### src/rtl/sd_sample_streamer.sv
// ============================================================================
// Module      : sd_sample_streamer
// Description : Pulls SD blocks byte-wise, packs little-endian 16-bit PCM into
//               a FIFO and plays samples out at a fixed tick rate.
//               Optional macro UNDERRUN_COUNT_EN adds a saturating
//               underrun_count output.
// Revision    : 1.0 - initial release
// ============================================================================
`default_nettype none

module sd_sample_streamer #(
    parameter int CLK_DIV     = 1134,
    parameter int FIFO_DEPTH  = 16,
    parameter int BLOCK_BYTES = 512
) (
    input  logic                          clk,
    input  logic                          rst,
    input  logic                          enable,
    output logic                          block_req,
    input  logic                          byte_valid,
    input  logic [7:0]                    byte_data,
    output logic                          byte_ready,
    output logic [15:0]                   sample_out,
    output logic                          sample_strobe,
    output logic                          underrun,
    output logic [$clog2(FIFO_DEPTH):0]   fill_level
`ifdef UNDERRUN_COUNT_EN
    ,
    output logic [15:0]                   underrun_count
`endif
);

    localparam int c_PTR_W = $clog2(FIFO_DEPTH);
    localparam int c_CNT_W = (BLOCK_BYTES > 1) ? $clog2(BLOCK_BYTES) : 1;
    localparam int c_DIV_W = (CLK_DIV > 1) ? $clog2(CLK_DIV) : 1;
    localparam logic [c_PTR_W:0]   c_FULL_CNT = (c_PTR_W + 1)'(FIFO_DEPTH);
    localparam logic [c_CNT_W-1:0] c_LAST_BYTE = c_CNT_W'(BLOCK_BYTES - 1);
    localparam logic [c_DIV_W-1:0] c_DIV_LAST = c_DIV_W'(CLK_DIV - 1);

    typedef enum logic [1:0] {
        ST_IDLE = 2'd0,
        ST_REQ  = 2'd1,
        ST_RECV = 2'd2
    } state_t;

    state_t               r_state;
    logic                 r_armed;
    logic [c_CNT_W-1:0]   r_byte_cnt;
    logic [7:0]           r_low;
    logic [c_DIV_W-1:0]   r_div;
    logic [c_PTR_W-1:0]   r_wr_ptr;
    logic [c_PTR_W-1:0]   r_rd_ptr;
    logic [c_PTR_W:0]     r_count;
    logic [15:0]          r_mem [FIFO_DEPTH];

    logic w_tick;
    logic w_full;
    logic w_empty;
    logic w_pop;
    logic w_accept;
    logic w_push;

    assign w_tick   = (r_div == c_DIV_LAST);
    assign w_full   = (r_count == c_FULL_CNT);
    assign w_empty  = (r_count == '0);
    assign w_pop    = w_tick && !w_empty;
    // Combinational so a full FIFO can still take a byte on the cycle it pops.
    assign byte_ready = (r_state == ST_RECV) && (!w_full || w_pop);
    assign w_accept   = byte_valid && byte_ready;
    // Odd byte count means the low byte is already held.
    assign w_push     = w_accept && r_byte_cnt[0];
    assign fill_level = r_count;

    // Block request sequencing; r_armed delays the first request after reset.
    always_ff @(posedge clk or posedge rst) begin
        if (rst) begin
            r_state    <= ST_IDLE;
            r_armed    <= 1'b0;
            r_byte_cnt <= '0;
            r_low      <= 8'h00;
            block_req  <= 1'b0;
        end else begin
            r_armed   <= 1'b1;
            block_req <= 1'b0;
            case (r_state)
                ST_IDLE: begin
                    if (r_armed && enable) begin
                        r_state   <= ST_REQ;
                        block_req <= 1'b1;
                    end
                end
                ST_REQ: begin
                    r_state <= ST_RECV;
                end
                ST_RECV: begin
                    if (w_accept) begin
                        if (!r_byte_cnt[0]) begin
                            r_low <= byte_data;
                        end
                        if (r_byte_cnt == c_LAST_BYTE) begin
                            r_byte_cnt <= '0;
                            r_state    <= ST_IDLE;
                        end else begin
                            r_byte_cnt <= r_byte_cnt + 1'b1;
                        end
                    end
                end
                default: r_state <= ST_IDLE;
            endcase
        end
    end

    always_ff @(posedge clk or posedge rst) begin
        if (rst) begin
            r_wr_ptr <= '0;
            r_rd_ptr <= '0;
            r_count  <= '0;
        end else begin
            if (w_push) r_wr_ptr <= r_wr_ptr + 1'b1;
            if (w_pop)  r_rd_ptr <= r_rd_ptr + 1'b1;
            case ({w_push, w_pop})
                2'b10:   r_count <= r_count + 1'b1;
                2'b01:   r_count <= r_count - 1'b1;
                default: r_count <= r_count;
            endcase
        end
    end

    always_ff @(posedge clk) begin
        if (w_push) r_mem[r_wr_ptr] <= {byte_data, r_low};
    end

    // Sample-rate divider and output register.
    always_ff @(posedge clk or posedge rst) begin
        if (rst) begin
            r_div         <= '0;
            sample_out    <= 16'h0000;
            sample_strobe <= 1'b0;
            underrun      <= 1'b0;
        end else begin
            sample_strobe <= w_tick;
            underrun      <= w_tick && w_empty;
            if (w_tick) begin
                r_div      <= '0;
                sample_out <= w_empty ? 16'h0000 : r_mem[r_rd_ptr];
            end else begin
                r_div <= r_div + 1'b1;
            end
        end
    end

`ifdef UNDERRUN_COUNT_EN
    always_ff @(posedge clk or posedge rst) begin
        if (rst) begin
            underrun_count <= 16'h0000;
        end else if (w_tick && w_empty && (underrun_count != 16'hFFFF)) begin
            underrun_count <= underrun_count + 16'h0001;
        end
    end
`endif

endmodule

`default_nettype wire

### config.mk
export PLATFORM = sky130hd
export DESIGN_NAME = sd_sample_streamer
export DESIGN_NICKNAME = d
export VERILOG_FILES = /design/src/rtl/sd_sample_streamer.sv
export SDC_FILE = /design/constraint.sdc
export NUM_CORES = 1
export LEC_CHECK = 0
export ABC_AREA = 1
export CAP_MARGIN = 20
export CORE_MARGIN = 4
export CORE_UTILIZATION = 65
export DETAILED_ROUTE_END_ITERATION = 7
export GPL_ROUTABILITY_DRIVEN = 0
export PLACE_DENSITY = 0.79
export SLEW_MARGIN = 20
export SYNTH_ARGS = -nofsm -noshare
export SYNTH_HDL_FRONTEND = slang
export SYNTH_SLANG_ARGS = --single-unit
### constraint.sdc
create_clock -name clk -period 6.6 [get_ports clk]
set_input_delay 0.99 -clock clk [delete_from_list [all_inputs] [get_ports clk]]
set_output_delay 0.99 -clock clk [all_outputs]
set_load 0.02 [all_outputs]
== Yosys cells after proc, flatten, opt, wreduce, memory -nomap -nowiden ==
Memory sizes are Yosys's and may differ from the RTL's.
Index checks and enable logic that the tools add are counted.

* $add $sub $neg: 6
* Equality and inequality tests: 10
* Muxes and demuxes: 12
* Bitwise logic cells: 1
* Reduce and logical (&&, ||, !) cells: 15

{| class="wikitable"
|+ Operator list
! cell !! count
|-
| two-way mux 16 bit || 1
|-
| adder 11 x 1 -> 11 bit, second input constant || 1
|-
| equality test 11 bit, second input constant || 1
|-
| two-way mux 11 bit || 1
|-
| case mux 5 bit (2 select lines) || 1
|-
| adder 9 x 1 -> 9 bit, second input constant || 1
|-
| equality test 9 bit, second input constant || 1
|-
| two-way mux 9 bit || 1
|-
| adder 4 x 1 -> 4 bit, second input constant || 2
|-
| logical AND 1 bit || 6
|-
| two-way mux 2 bit || 3
|-
| case mux 2 bit (3 select lines) || 1
|-
| AND reduction 3 bit || 2
|-
| adder 5 x 1 -> 5 bit, second input constant || 1
|-
| equality test 5 bit, second input constant || 1
|-
| logical NOT 5 bit || 1
|-
| subtractor 5 x 1 -> 5 bit, second input constant || 1
|-
| equality test 2 x 1 -> 1 bit, second input constant || 2
|-
| equality test 2 bit, second input constant || 2
|-
| two-way mux 1 bit || 4
|-
| inequality test 2 bit, second input constant || 2
|-
| logical NOT 1 bit || 2
|-
| logical NOT 2 bit || 1
|-
| inequality test 2 x 1 -> 1 bit, second input constant || 1
|-
| 4 further kinds || 4
|}

* Flip-flop bits (word level): 63
* RAM bits: 256
* Input port bits: 12
* Word-level logic and storage cells: 57
* Memories: 1

{| class="wikitable"
|+ Memory list
! memory !! depth !! width !! rd ports !! clocked after memory_dff !! wr ports !! line !! source
|-
| r_mem || 16 || 16 || 1 || 0 || 1 || 54 || <nowiki>logic [15:0] r_mem [FIFO_DEPTH];</nowiki>
|}

== Depth between registers and ports, before layout ==
Gate-level depths: netlist (run 1).

* Depth in word-level cells: 9
* Gate-level depth with buffers: 19

== Worst setup path before layout (run 1) ==
OpenSTA, ideal clock, no wires.

* Path kind: input -> register
* Start point: in byte_valid
* End point: mem r_mem[10][0] (enable)
* Setup time: 0.409 ns
* Arrival time: 2.684 ns
* Required time: 6.191 ns
* Slack: 3.507 ns
* Stages on the path: 4
* Path buffers: 2
* Cell sequence: clkbuf_1 nand4_4 buf_6 nor3_1

* Longest elaborated chain between the ends: 4

{| class="wikitable"
|+ Ends and longest elaborated chain
! item !! line !! source
|-
| start, declared || 20 || <nowiki>input logic byte_valid,</nowiki>
|-
| logical AND 1 bit || 69 || <nowiki>assign w_accept = byte_valid && byte_ready;</nowiki>
|-
| logical AND 1 bit || 71 || <nowiki>assign w_push = w_accept && r_byte_cnt[0];</nowiki>
|-
| two-way mux 1 bit || 130 || <nowiki>if (w_push) r_mem[r_wr_ptr] <= {byte_data, r_low};</nowiki>
|-
| two-way mux 1 bit (not written as such) || 130 ||
|-
| end, declared || 54 ||
|}

No other way between the ends.

== Final worst setup path (run 1) ==
* Start point: reg r_div[1]
* End point: out byte_ready

* Longest elaborated chain between the ends: 4

{| class="wikitable"
|+ Ends and longest elaborated chain
! item !! line !! source
|-
| start, declared || 50 || <nowiki>logic [c_DIV_W-1:0] r_div;</nowiki>
|-
| start signal, assigned || 147 || <nowiki>r_div <= r_div + 1'b1;</nowiki>
|-
| equality test 11 bit || 63 || <nowiki>assign w_tick = (r_div == c_DIV_LAST);</nowiki>
|-
| logical AND 1 bit || 66 || <nowiki>assign w_pop = w_tick && !w_empty;</nowiki>
|-
| logical OR 1 bit || 68 || <nowiki>assign byte_ready = (r_state == ST_RECV) && (!w_full || w_pop);</nowiki>
|-
| logical AND 1 bit || 68 ||
|-
| end, declared || 22 || <nowiki>output logic byte_ready,</nowiki>
|}

No other way between the ends.

==> results of run 1 <==
==> layout make-up <==
class                           count  area, um2
Timing Repair Buffer               48      450.4
Sequential cell                   319       9268
Clock inverter                     16      178.9
Multi-Input combinational cell    829       3872
Clock buffer                       39      805.8
Tap cell                          275      344.1
Inverter                          118      445.4
Fill cell                        1425       5590
==> sequential cells by signal (all words and copies together), names as in the netlist, 4 cells and up <==
name	flops
r_byte_cnt	9
r_low	8
r_wr_ptr	4
sample_out	16
fill_level	5
r_rd_ptr	4
r_div	11
r_mem	256
==> worst max-delay path, cell delays in order, from the launching register on <==
cell	delay, ns
dfrtp_1	0.41
inv_1	0.08
ha_1	0.17
nand2_1	0.06
nor2_1	0.19
nand3_4	0.31
a21oi_4	0.59
clkdlybuf4s50_1	0.72
==> cell usage in the layout (no fill, tap or decap), types with 2 or more instances in the layout <==
master           netlist  layout
nand2_1              487     487
edfxtp_1             256     256
nand3_1              148     148
inv_1                113     111
nor2_1                64      64
dfrtp_1               63      62
clkdlybuf4s50_1        0      36
clkbuf_16              0      31
o21ai_0               28      28
nand4_1               18      18
xor2_1                13      13
ha_1                  13      13
buf_4                  9      12
o211ai_1              10      10
nor3_4                 0      10
clkinv_1               2       8
clkbuf_1              18       8
a21oi_1                7       7
nor3_2                 0       6
nor3_1                21       5
inv_2                  2       4
clkinv_2               0       4
bufinv_16              0       4
nand2_2                3       3
xnor2_1                3       3
nor2_2                 2       2
nand3b_1               2       2
or2_2                  2       2
==> logic make-up (layout without fill, tap and decap cells) <==
kind of cell / after synthesis / in the layout / share of synthesized area
compound gates: 48 / 48 / 0.02042
xor+xnor: 16 / 16 / 0.01017
fa+ha+maj: 13 / 13 / 0.01180
buf+inv: 183 / 221 / 0.05737
flops: 319 / 319 / 0.6721
other cells: 1 / 1 / 0.0002720
simple gates: 751 / 751 / 0.2279
==> final timing paths <==
path | startpoint | to
min reg2reg | r_state[1]$_DFFE_PP0P_ | block_req$_DFF_PP0_
min in group asynchronous | rst | sample_out[0]$_DFFE_PP0N_
max reg2reg | r_div[1]$_DFF_PP0_ | fill_level[4]$_DFFE_PP0P_
min | r_state[1]$_DFFE_PP0P_ | block_req$_DFF_PP0_
max | r_div[1]$_DFF_PP0_ | byte_ready
max in group asynchronous | rst | r_rd_ptr[0]$_DFFE_PP0P_
==> routing by layer <==
metal	up-vias	track usage	routed length [um]
met5	-	0.002070	0
met1	4610	0.3658	12320
met3	103	0.04588	2909
met4	0	0.09378	1292
met2	507	0.4535	15850
li1	4421	-	-
==> stage by stage <==
step                      setup WS (ns)    util  hold WS [ns]  total power, uW
after global routing              2.351  0.7332        0.4783             4031
after global placement            2.508  0.6822        0.4498             2238
after detailed placement          2.439  0.6832        0.4603             2238
after floorplan                   3.507       -        0.4291             2211
after CTS                         2.506  0.7302        0.4696             3934
final                             2.512  0.7332        0.4643             3923
==> power groups by stage <==
| stage | Sequential [uW] | Clock, uW | Combinational (uW) |
|---|---|---|---|
| detailed placement | 2200 | 0 | 35.3 |
| CTS | 2160 | 1740 | 35.3 |
| global placement | 2200 | 0 | 34.9 |
| finish | 2160 | 1730 | 34.7 |
| floorplan | 2200 | 0 | 8.09 |
| global route | 2160 | 1830 | 37.6 |
==> summary.txt, run 1 <==
Power
  • Sw Pwr: 742.6 uW
  • Flop pwr share: 0.551
  • Switch share: 0.1893
  • VDD IR max: 0.2130 mV
  • Leak: 0.006571 uW
  • Internal power: 3181 uW
  • Combinational power share: 0.009
  • Pwr per Cell Area: 255.3 nW/um2
  • Clk pwr share: 0.440

Setup path
  • Kind of end point of the critical path: output port
  • R2R cell count: 16
  • Critical Path Fanout Max: 24
  • R2r setup slk: 3.07 ns
  • Crit path required time: 5.61 ns
  • WP data arrival: 3.10 ns
  • Worst Setup Start Kind: flip-flop
  • Critical path type: flip-flop to output port

Global route
  • Initial antenna violation count: 0
  • Gr ovfl total: 0
  • First-pass GRT wire length: 49.89 mm
  • Vias in the first global route: 9159
  • Gr usage total: 0.2712
  • Largest net degree at the start of global routing: 81

Floorplan
  • Core area: 20960 um2
  • DIE AREA: 23600 um2
  • Die height: 153.6 um
  • Core Rows: 53
  • Starting Density: 0.6578
  • I/O pin count: 37
  • Die Wd: 153.6 um

Yosys
  • Post-synth cell types: 34
  • Cells after Synth: 1331
  • Most common cell in the synthesized netlist: nand2_1
  • Post-Syn Area: 13780 um2
  • Top_reg_cell synth: edfxtp_1
  • EDFF count, synth: 256
  • Yosys Warn Count: 0
  • Async SR Flop Fraction: 0.1975
  • Ranking of synthesized cells by area: edfxtp_1, nand2_1, dfrtp_1
  • Yosys reg bits: 319
  • Synth Net Count: 1356
  • Syn avg cell area: 10.36 um2
  • Share of the synthesized area in the top cell type: 0.5577
  • Most frequent cells after synthesis: nand2_1, edfxtp_1, nand3_1
  • Yosys top cell by area: edfxtp_1
  • Sequential area share after synthesis: 0.6721

Timing
  • Clk_skew: 0.009358 ns
  • Tcrit/Tclk final: 0.6195
  • Min Tclk post-route: 4.089 ns
  • Slew @ Worst Pin: 0.9680 ns
  • Pins Over Slew Limit: 0
  • Max_slew headroom: 0.3527
  • Final setup TNS: 0 ns
  • Max Clk Rate: 244.6 MHz
  • RSZ-0062 raised after global routing: no
  • Hold Fails Final Rpt: 0
  • Final setup viols: 0

Drt
  • DRC viols: 0
  • Routed via count: 9641
  • Final ANT Viol Nets: 0
  • DR iter-0 viols: 1198
  • Total length of routed wires: 32.38 mm
  • Vias/cell: 5.864
  • DR pass1 iterations: 5
  • WL per Instance: 19.70 um

Layout
  • Non-Filler Instances: 1644
  • Area Growth Syn to Fin: 11.46%
  • Cell area after layout: 15360 um2
  • N_diodes: 0
  • Fraction of layout cells with a size suffix above 1: 0.06282
  • Final #Nets: 1372

Clock tree
  • Clk buf depth: 3
  • Resized Gates After CTS: 0
  • H-Tree Level Count: 1
  • Clk sinks: 319
  • Clk_lat worst skew: 0.55 ns
  • CTS tree: yes
  • Hold_buf cts: 0
  • CTS Buf Count: 31
  • Root buffer cell: clkbuf_16
  • Post-CTS Setup Bufs: 0
  • Worst-path clk slew: 0.06 ns

Flow run
  • Max-cap violations: 0

Min path
  • Worst Hold Class: flip-flop to flip-flop
  • Min-Delay Path Depth: 1

Place
  • I/O Buffers: 36
  • Post-Place Cells: 1589
  • Hpwl dp: 19.80 mm
  • Dpl cell area: 14320 um2

Outcome
  • Outcome: completed
(Power assumes the default switching activity.)
==> run 2, diff against run 1 <==
- CORE_UTILIZATION: 65 -> 62
- PLACE_DENSITY: 0.79 -> 0.76
- clock period: 6.6 -> 3.85 ns (I/O delays scaled with it)
==> run 2 against run 1 <==
Net effect:
- utilization decreased by 2.2 points
- clock-buffer cell count increased by 3
- critical path depth increased by 1
- die area increased by 4.6%
- non-clock buffer count increased by 21
- register-to-register slack got worse by 2.1 ns
- first-iteration DRC count decreased by 9.3%
- clock power increased by 73%
- global-route usage decreased by 1.5 points
- critical path type unchanged
==> summary.txt, run 2 (same netlist as run 1, synthesis figures left out) <==
Clock tree
  • Resized Gates After CTS: 0
  • Clk_lat worst skew: 0.51 ns
  • Root buffer cell: clkbuf_16
  • Post-CTS Setup Bufs: 0
  • H-Tree Level Count: 2
  • CTS Buf Count: 35
  • Clk sinks: 319
  • CTS tree: yes
  • Clk buf depth: 3
  • Worst-path clk slew: 0.06 ns
  • Hold_buf cts: 0

Timing
  • Max_slew headroom: 0.3960
  • Tcrit/Tclk final: 0.8220
  • Final worst setup slack: 0.6855 ns
  • RSZ-0062 raised after global routing: no
  • Final setup viols: 0
  • Slew @ Worst Pin: 0.9050 ns
  • Min Tclk post-route: 3.165 ns
  • Clk_skew: 0.02283 ns
  • Hold Fails Final Rpt: 0
  • Pins Over Slew Limit: 0
  • Final setup TNS: 0 ns
  • Min Hold Slack: 0.4810 ns
  • Max Clk Rate: 316.0 MHz

Drt
  • DR iter-0 viols: 1086
  • DRC viols: 0
  • DR pass1 iterations: 5
  • Vias/cell: 5.580
  • Total length of routed wires: 30.62 mm
  • Routed via count: 9346
  • Final ANT Viol Nets: 0
  • WL per Instance: 18.28 um

Setup path
  • R2r setup slk: 0.98 ns
  • Kind of end point of the critical path: output port
  • Crit path required time: 3.27 ns
  • Worst reg2reg endpoint: fill_level[4]$_DFFE_PP0P_
  • Critical path type: flip-flop to output port
  • RR Startpoint: r_div[1]$_DFF_PP0_
  • R2R cell count: 17
  • Worst Setup Start Kind: flip-flop
  • WP data arrival: 2.59 ns
  • Critical Path Fanout Max: 23

Flow run
  • Max-cap violations: 0

Min path
  • Worst Hold End: r_state[0]$_DFFE_PP0P_
  • Min-Delay Path Depth: 1
  • Hold Crit Start: r_state[1]$_DFFE_PP0P_
  • Worst Hold Class: flip-flop to flip-flop

Place
  • Hpwl dp: 18.49 mm
  • Placement Setup Slack: 0.9782 ns
  • I/O Buffers: 36

Power
  • Pwr per Cell Area: 435.8 nW/um2
  • VDD IR max: 0.3939 mV
  • Leak: 0.006650 uW

Floorplan
  • Starting Density: 0.6316
  • Die height: 157.1 um
  • Core area: 21820 um2
  • Core Rows: 54
  • DIE AREA: 24680 um2
  • Die Wd: 157.1 um
  • I/O pin count: 37

Layout
  • Final #Nets: 1397
  • N_diodes: 0
  • Reg with most FFs: r_mem
  • Fraction of layout cells with a size suffix above 1: 0.07814
  • Commonest cells after routing, fill and taps aside: nand2_1, edfxtp_1, nand3_1
  • # fillers: 1548
  • Final Core Density: 0.7116
  • Max FFs per register: 256
  • Area Growth Syn to Fin: 12.65%
  • Commonest non-fill, non-tap cell in the layout: nand2_1
  • Largest registers: r_mem: 256 flops, sample_out: 16 flops, r_div: 11 flops

Global route
  • Initial antenna violation count: 0
  • Vias in the first global route: 9075
  • Gr ovfl total: 0
  • Largest net degree at the start of global routing: 142
  • Gr usage total: 0.2563
  • First-pass GRT wire length: 49.08 mm

Outcome
  • Outcome: completed
run 2: cell type report:
| class | count | area, um2 | area share |
|---|---|---|---|
| Clock buffer | 42 | 902.1 | 0.05809 |
| Clock inverter | 18 | 118.9 | 0.007655 |
| Inverter | 118 | 446.7 | 0.02876 |
| Multi-Input combinational cell | 829 | 3810 | 0.2453 |
| Sequential cell | 319 | 9268 | 0.5968 |
| Tap cell | 280 | 350.3 | 0.02256 |
| Timing Repair Buffer | 69 | 633.1 | 0.04077 |
run 2: how the worst max path moves through the flow:
stage / from / endpoint / cells after the start
after floorplan: r_div[1]$_DFF_PP0_ / r_mem[10][0]$_DFFE_PP_ / 9
after global placement: byte_valid / fill_level[4]$_DFFE_PP0P_ / 13
after detailed placement: byte_valid / fill_level[4]$_DFFE_PP0P_ / 12
after CTS: r_div[1]$_DFF_PP0_ / byte_ready / 8
after global routing: r_div[1]$_DFF_PP0_ / byte_ready / 8
final: r_div[1]$_DFF_PP0_ / byte_ready / 8
run 2: layer usage:
metal	wire, um	track usage	part of all wire
met2	14920	0.4146	0.49
met4	978	0.09013	0.032
met3	2035	0.04867	0.066
met5	0	0	0
met1	12690	0.3545	0.41
run 2: critical path, stage by stage (launching register included):
cell,delay [ns]
dfrtp_1,0.41
inv_1,0.07
ha_1,0.16
nand2_1,0.06
nor2_1,0.19
nand3_4,0.13
buf_4,0.24
a21oi_4,0.18
clkdlybuf4s50_1,0.63
run 2: where the power goes:
| part | switching, uW | internal (uW) |
|---|---|---|
| Sequential | 0.106 | 3710 |
| Clock | 1270 | 1740 |
| Combinational | 44.0 | 12.1 |
run 2: per-stage QoR:
stage                     total power [uW]  cell area (um2)  cells
final                                 6767            15530   1675
after global routing                  6970            15530   1675
after detailed placement              3834            14510   1615
after global placement                3833            14510   1615
after CTS                             6813            15530   1675
after floorplan                       3790            13780   1331
==> run 3, diff against run 2 <==
- CORE_UTILIZATION: 62 -> 56
- PLACE_DENSITY: 0.76 -> 0.72
- clock period: 3.85 -> 2.75 ns (I/O delays scaled with it)
==> run 3 against run 2 <==
Net effect:
- flip-flop and latch count unchanged
- via count increased by 1.4%
- sequential power up 40%
- critical path depth unchanged
- clock skew is 0.0058 ns lower
- global-route usage fell by 1.1 points
- worst setup slack lost 0.56 ns
- sequential share of layout area is 0.40 points lower
- largest power group unchanged
- highest routed layer unchanged
==> summary.txt, run 3 (same netlist as run 1, synthesis figures left out) <==
Setup path
  • Worst path cell trace: inv_1 > ha_1 > nand2_1 > nor2_2 > nand3_4 > buf_6 > a21oi_4 > clkdlybuf4s15_2
  • CP max stage delay: 0.41 ns
  • Bufs and invs on worst path: 3
  • Critical path type: flip-flop to output port
  • Delay-heaviest family, CP: buffers and inverters
  • Critical Path Fanout Max: 22
  • Kind of end point of the critical path: output port
  • Worst Setup Start Kind: flip-flop
  • Crit path required time: 2.34 ns
  • WP data arrival: 2.21 ns
  • CP max stage cell: dfrtp_1

Floorplan
  • Core Rows: 57
  • Die Wd: 164.9 um
  • Die height: 164.9 um
  • DIE AREA: 27190 um2
  • Starting Density: 0.5685
  • I/O pin count: 37
  • Core area: 24250 um2

Drt
  • Vias/cell: 5.478
  • Routed via count: 9477
  • Final ANT Viol Nets: 0
  • WL per Instance: 18.70 um
  • DR iter-0 viols: 894
  • DR pass1 iterations: 6
  • Total length of routed wires: 32.35 mm
  • DRC viols: 0

Clock tree
  • Hold_buf cts: 0
  • CTS Buf Count: 31
  • H-Tree Level Count: 1
  • Worst-path clk slew: 0.06 ns
  • Clk buf depth: 3
  • CTS tree: yes
  • Clk sinks: 319
  • Clk_lat worst skew: 0.56 ns
  • Root buffer cell: clkbuf_16

Outcome
  • Outcome: completed

Timing
  • RSZ-0062 raised after global routing: no
  • Clk_skew: 0.01707 ns
  • Hold Fails Final Rpt: 0
  • Slew @ Worst Pin: 0.8489 ns
  • Tcrit/Tclk final: 0.9527
  • Max_slew headroom: 0.4306
  • Final setup viols: 0
  • Final setup TNS: 0 ns
  • Min Tclk post-route: 2.620 ns
  • Max Clk Rate: 381.7 MHz
  • Pins Over Slew Limit: 0

Power
  • Leak: 0.006666 uW
  • Pwr per Cell Area: 575.7 nW/um2
  • VDD IR max: 0.5756 mV

Layout
  • Area Growth Syn to Fin: 13.41%
  • # fillers: 1869
  • Reg with most FFs: r_mem
  • Largest registers: r_mem: 256 flops, sample_out: 16 flops, r_div: 11 flops
  • Non-Filler Instances: 1730
  • Final #Nets: 1407
  • N_diodes: 0
  • Commonest cells after routing, fill and taps aside: nand2_1, edfxtp_1, nand3_1
  • Max FFs per register: 256
  • Fraction of layout cells with a size suffix above 1: 0.08464
  • Commonest non-fill, non-tap cell in the layout: nand2_1

Min path
  • Worst Hold Class: input port to asynchronous set/reset pin

Global route
  • Gr usage total: 0.2450
  • Largest net degree at the start of global routing: 142
  • Gr ovfl total: 0
  • Vias in the first global route: 9149
  • Initial antenna violation count: 0
  • First-pass GRT wire length: 50.87 mm

Place
  • Post-Place Cells: 1673
  • I/O Buffers: 36
  • Hpwl dp: 19.33 mm

Flow run
  • Max-cap violations: 0
run 3: cell count changes in the layout (fill, tap and decap cells not counted), moves of 2 or more:
cell / change
buf_4: +8
clkbuf_16: -4
buf_12: +5
clkinv_2: -2
clkbuf_1: +5
run 3: power by group:
part	leakage (uW)	internal, uW	switching (uW)
Combinational	0.00274	16.9	55.8
Sequential	0.00349	5190	0.197
Clock	0.000430	2060	1680
run 3: metrics by stage:
stage / hold slack, ns / worst slack (ns) / util / cell area (um2) / total power, uW
finish: 0.2449 / 0.1302 / 0.6447 / 15630 / 9000
global route: 0.2915 / 0.01437 / 0.6447 / 15630 / 9275
CTS: 0.2489 / 0.01187 / 0.6440 / 15620 / 9064
detailed placement: 0.4495 / 0.1909 / 0.6077 / 14740 / 5361
global placement: 0.4443 / 0.2996 / 0.6077 / 14740 / 5360
floorplan: 0.4291 / -0.08811 / - / 13790 / 5306
run 3: area by class of cell:
| type | instances | area (um2) | share of cell area |
|---|---|---|---|
| inverters | 118 | 445.4 | 0.02849 |
| clock inverters | 14 | 58.81 | 0.003762 |
| multi-input cells | 829 | 3829 | 0.2449 |
| flip-flops and latches | 319 | 9268 | 0.5928 |
| repair buffers | 83 | 805.8 | 0.05154 |
| clock buffers | 43 | 820.8 | 0.05251 |
| well taps | 324 | 405.4 | 0.02593 |
run 3: final timing paths:
path | from | to | slack (ns) | cells after the start
setup / recovery | r_div[1]$_DFF_PP0_ | byte_ready | 0.13 | 8
hold reg to reg | r_state[1]$_DFFE_PP0P_ | block_req$_DFF_PP0_ | 0.46 | 1
hold / removal | rst | sample_out[14]$_DFFE_PP0N_ | 0.24 | 3
min in group clk | enable | block_req$_DFF_PP0_ | 0.41 | 3
setup reg to reg | r_div[1]$_DFF_PP0_ | fill_level[4]$_DFFE_PP0P_ | 0.29 | 16
max in group asynchronous | rst | r_low[7]$_DFFE_PP0P_ | 2.16 | 3
run 3: routing by layer:
metal,vias up,part of all wire,global-route usage
met5,-,0,0
li1,4499,-,-
met2,362,0.47,0.3850
met4,0,0.037,0.09565
met3,70,0.078,0.03444
met1,4546,0.41,0.3505
run 3: worst reg2reg max path: cells and delay by family (launching register included):
kind / cells / cell delay (ns)
buffers and inverters: 3 / 0.22
adders and majority gates: 3 / 0.74
AOI/OAI and AO/OA: 2 / 0.23
DFF: 1 / 0.41
and+or+nand+nor: 8 / 0.73
run 3: repair_timing:
action | CTS | global route
pin swaps | 0 | 0
gates resized for setup | 3 | 4
endpoints found under the setup margin | 1 | 2
setup buffers | 0 | 0
==> RTL change (flow settings as in run 2) <==
Re-encode `state_t` (3 states) as one-hot, 3 bits wide.
--- a/src/rtl/sd_sample_streamer.sv
+++ b/src/rtl/sd_sample_streamer.sv
@@ -39,6 +39,6 @@
 
-    typedef enum logic [1:0] {
-        ST_IDLE = 2'd0,
-        ST_REQ  = 2'd1,
-        ST_RECV = 2'd2
+    typedef enum logic [2:0] {
+        ST_IDLE = 3'b001,
+        ST_REQ  = 3'b010,
+        ST_RECV = 3'b100
     } state_t;
Check against the original RTL: no difference found for any inputs over 10 cycles, from zero or initial values and one cycle with rst high; not proved beyond that.
==> RTL change against run 2 <==
Sequential cell count grew 1; area after synthesis decreased by 2.1%; worst setup slack worse by 0.050 ns; design area decreased by 1.8%; routed wire length shrank 0.20%; critical endpoint is now fill_level[4]; critical path type is now flip-flop to flip-flop; synthesized cell count fell by 10%.
Power is not compared: it rests on default switching activity, and its combinational part moved more than twofold at a synthesized area within 25%.
==> RTL change: results (changes against run 2) <==
- Layout cell share with drive strength beyond 1: 0.0797 (+0.00155)
- Crit-path max FO: 21 (-8.7%)
- Met3 routed wirelength: 2250 microns (+10%)
- # diodes: 0 (unchanged)
- WL/cell: 20.0 microns (+9.3%)
- Placed insts: 1,468 (-9.1%)
- Global-route wire length before repair: 48,600 microns (-1.0%)
- Met2 routed WL: 14,800 microns (-0.90%)
- Largest net degree at the start of global routing: 76 (-46%)
- GR Util met1: 0.355 (+0.000958)
- Post-synth EDFFs: 256 (unchanged)
- Netlist cell types: 35 (+2.9%)
- Status: finished, final reports clean
- Clock Skews: 0.0141 ns (-0.00871 ns)
- Synth warn: 0 (unchanged)
- Signal arrival time at the worst endpoint: 3.66 ns (+1.07 ns)
- First drt pass iteration count: 5 (unchanged)
- DRT iter0 DRCs: 1,012 (-6.8%)
- R2r setup slk: 0.64 ns (-0.34 ns)
- Synth cell count leaders: edfxtp_1, nand2_1, inv_1
- CTS H-tree lvls: 2 (unchanged)
- Final hold slack: 0.484 ns (+0.00316 ns)
- Area post-placement: 0.0141 sq mm (-2.5%)
- Rel. slew slack: 0.274 (-0.122)
- GRT met3 Usage: 0.0490 (+0.000290)
- Final-stage net count: 1,253 (-10%)
- Pre-CTS WS: 0.619 ns (-0.359 ns)
- Post-synthesis sequential area ratio: 0.689 (+0.0165)
- Clock-pin slew on the worst setup and hold paths: 0.06 ns (about the same)
- WL met1: 12,300 microns (-3.2%)
- Total Routing Usage GR: 0.261 (+0.00441)
- PD cells: 579 mW/mm^2
- Routed vias: 8,859 (-5.2%)
- Layout Cells excl Fill: 1,530 (-8.7%)
- Syn Inst Count: 1,193 (-10%)
- CTS Buf Count: 34 (-2.9%)
- Peak supply drop: 0.510 mV
- Top cells by area, synth: edfxtp_1, dfrtp_1, nand2_1, inv_1, nand3_1
- Fraction of registers with async set/reset: 0.200 (+0.00251)
- Peak Freq: 311 MHz (-1.5%)
- Pleak: 5.91 nW
- HPWL after DPL: 19,100 microns (+3.3%)
- Fill count: 1,463 (-5.5%)
- GRT met2 Usage: 0.421 (+0.00689)
RTL change: cell count changes after synthesis, sizes merged, moves of 38 or more:
cell,change
a21oi,+63
nand2,-273
inv,+55
nand3,-38
o211ai,+54
o21ai,+64
RTL change: final cells by class:
type,instances,area share
Sequential cell,320,0.610
Clock buffer,46,0.0643
Timing Repair Buffer,60,0.0379
Multi-Input combinational cell,641,0.215
Inverter,172,0.0423
Tap cell,275,0.0226
Clock inverter,16,0.00829
RTL change: final timing paths:
check | cells past startpoint | start | end
setup / recovery | 19 | r_div[1] | fill_level[4]
min in group asynchronous | 2 | rst | r_byte_cnt[2]
max in group asynchronous | 3 | rst | r_rd_ptr[0]
hold / removal | 2 | sample_out[5] | sample_out[5]
hold reg to reg | 2 | sample_out[5] | sample_out[5]
setup reg to reg | 19 | r_div[1] | fill_level[4]
RTL change: cells by family (layout without fill, tap and decap cells):
group,after synthesis,in the layout,share of synthesized area
other,1,1,0.000278
adder cells (fa/ha/maj),12,12,0.0111
buffers and inverters,232,294,0.0718
flip-flops,320,320,0.689
AND/OR/NAND/NOR,385,385,0.122
AO/OA/AOI/OAI,229,229,0.0971
XOR/XNOR,14,14,0.00909
RTL change: power by group:
part	switching, mW	internal, mW
clock	1.27	1.92
sequential	0.377	4.26
combinational	0.680	0.316
RTL change: critical path, cell delays in order, from the launching register on:
cell and delay, ns:
dfrtp_1 0.41, inv_1 0.07, ha_1 0.13, nand2_1 0.06, nor2_1 0.11, nand3_1 0.16
nand2_2 0.14, nand3_4 0.24, nor2_4 0.36, inv_1 0.13, ha_1 0.29, xor2_1 0.21
ha_1 0.18, inv_1 0.04, nand2_1 0.08, nand2_1 0.07, o21ai_0 0.20, xor2_1 0.16
nand2_1 0.06, nand2_1 0.05
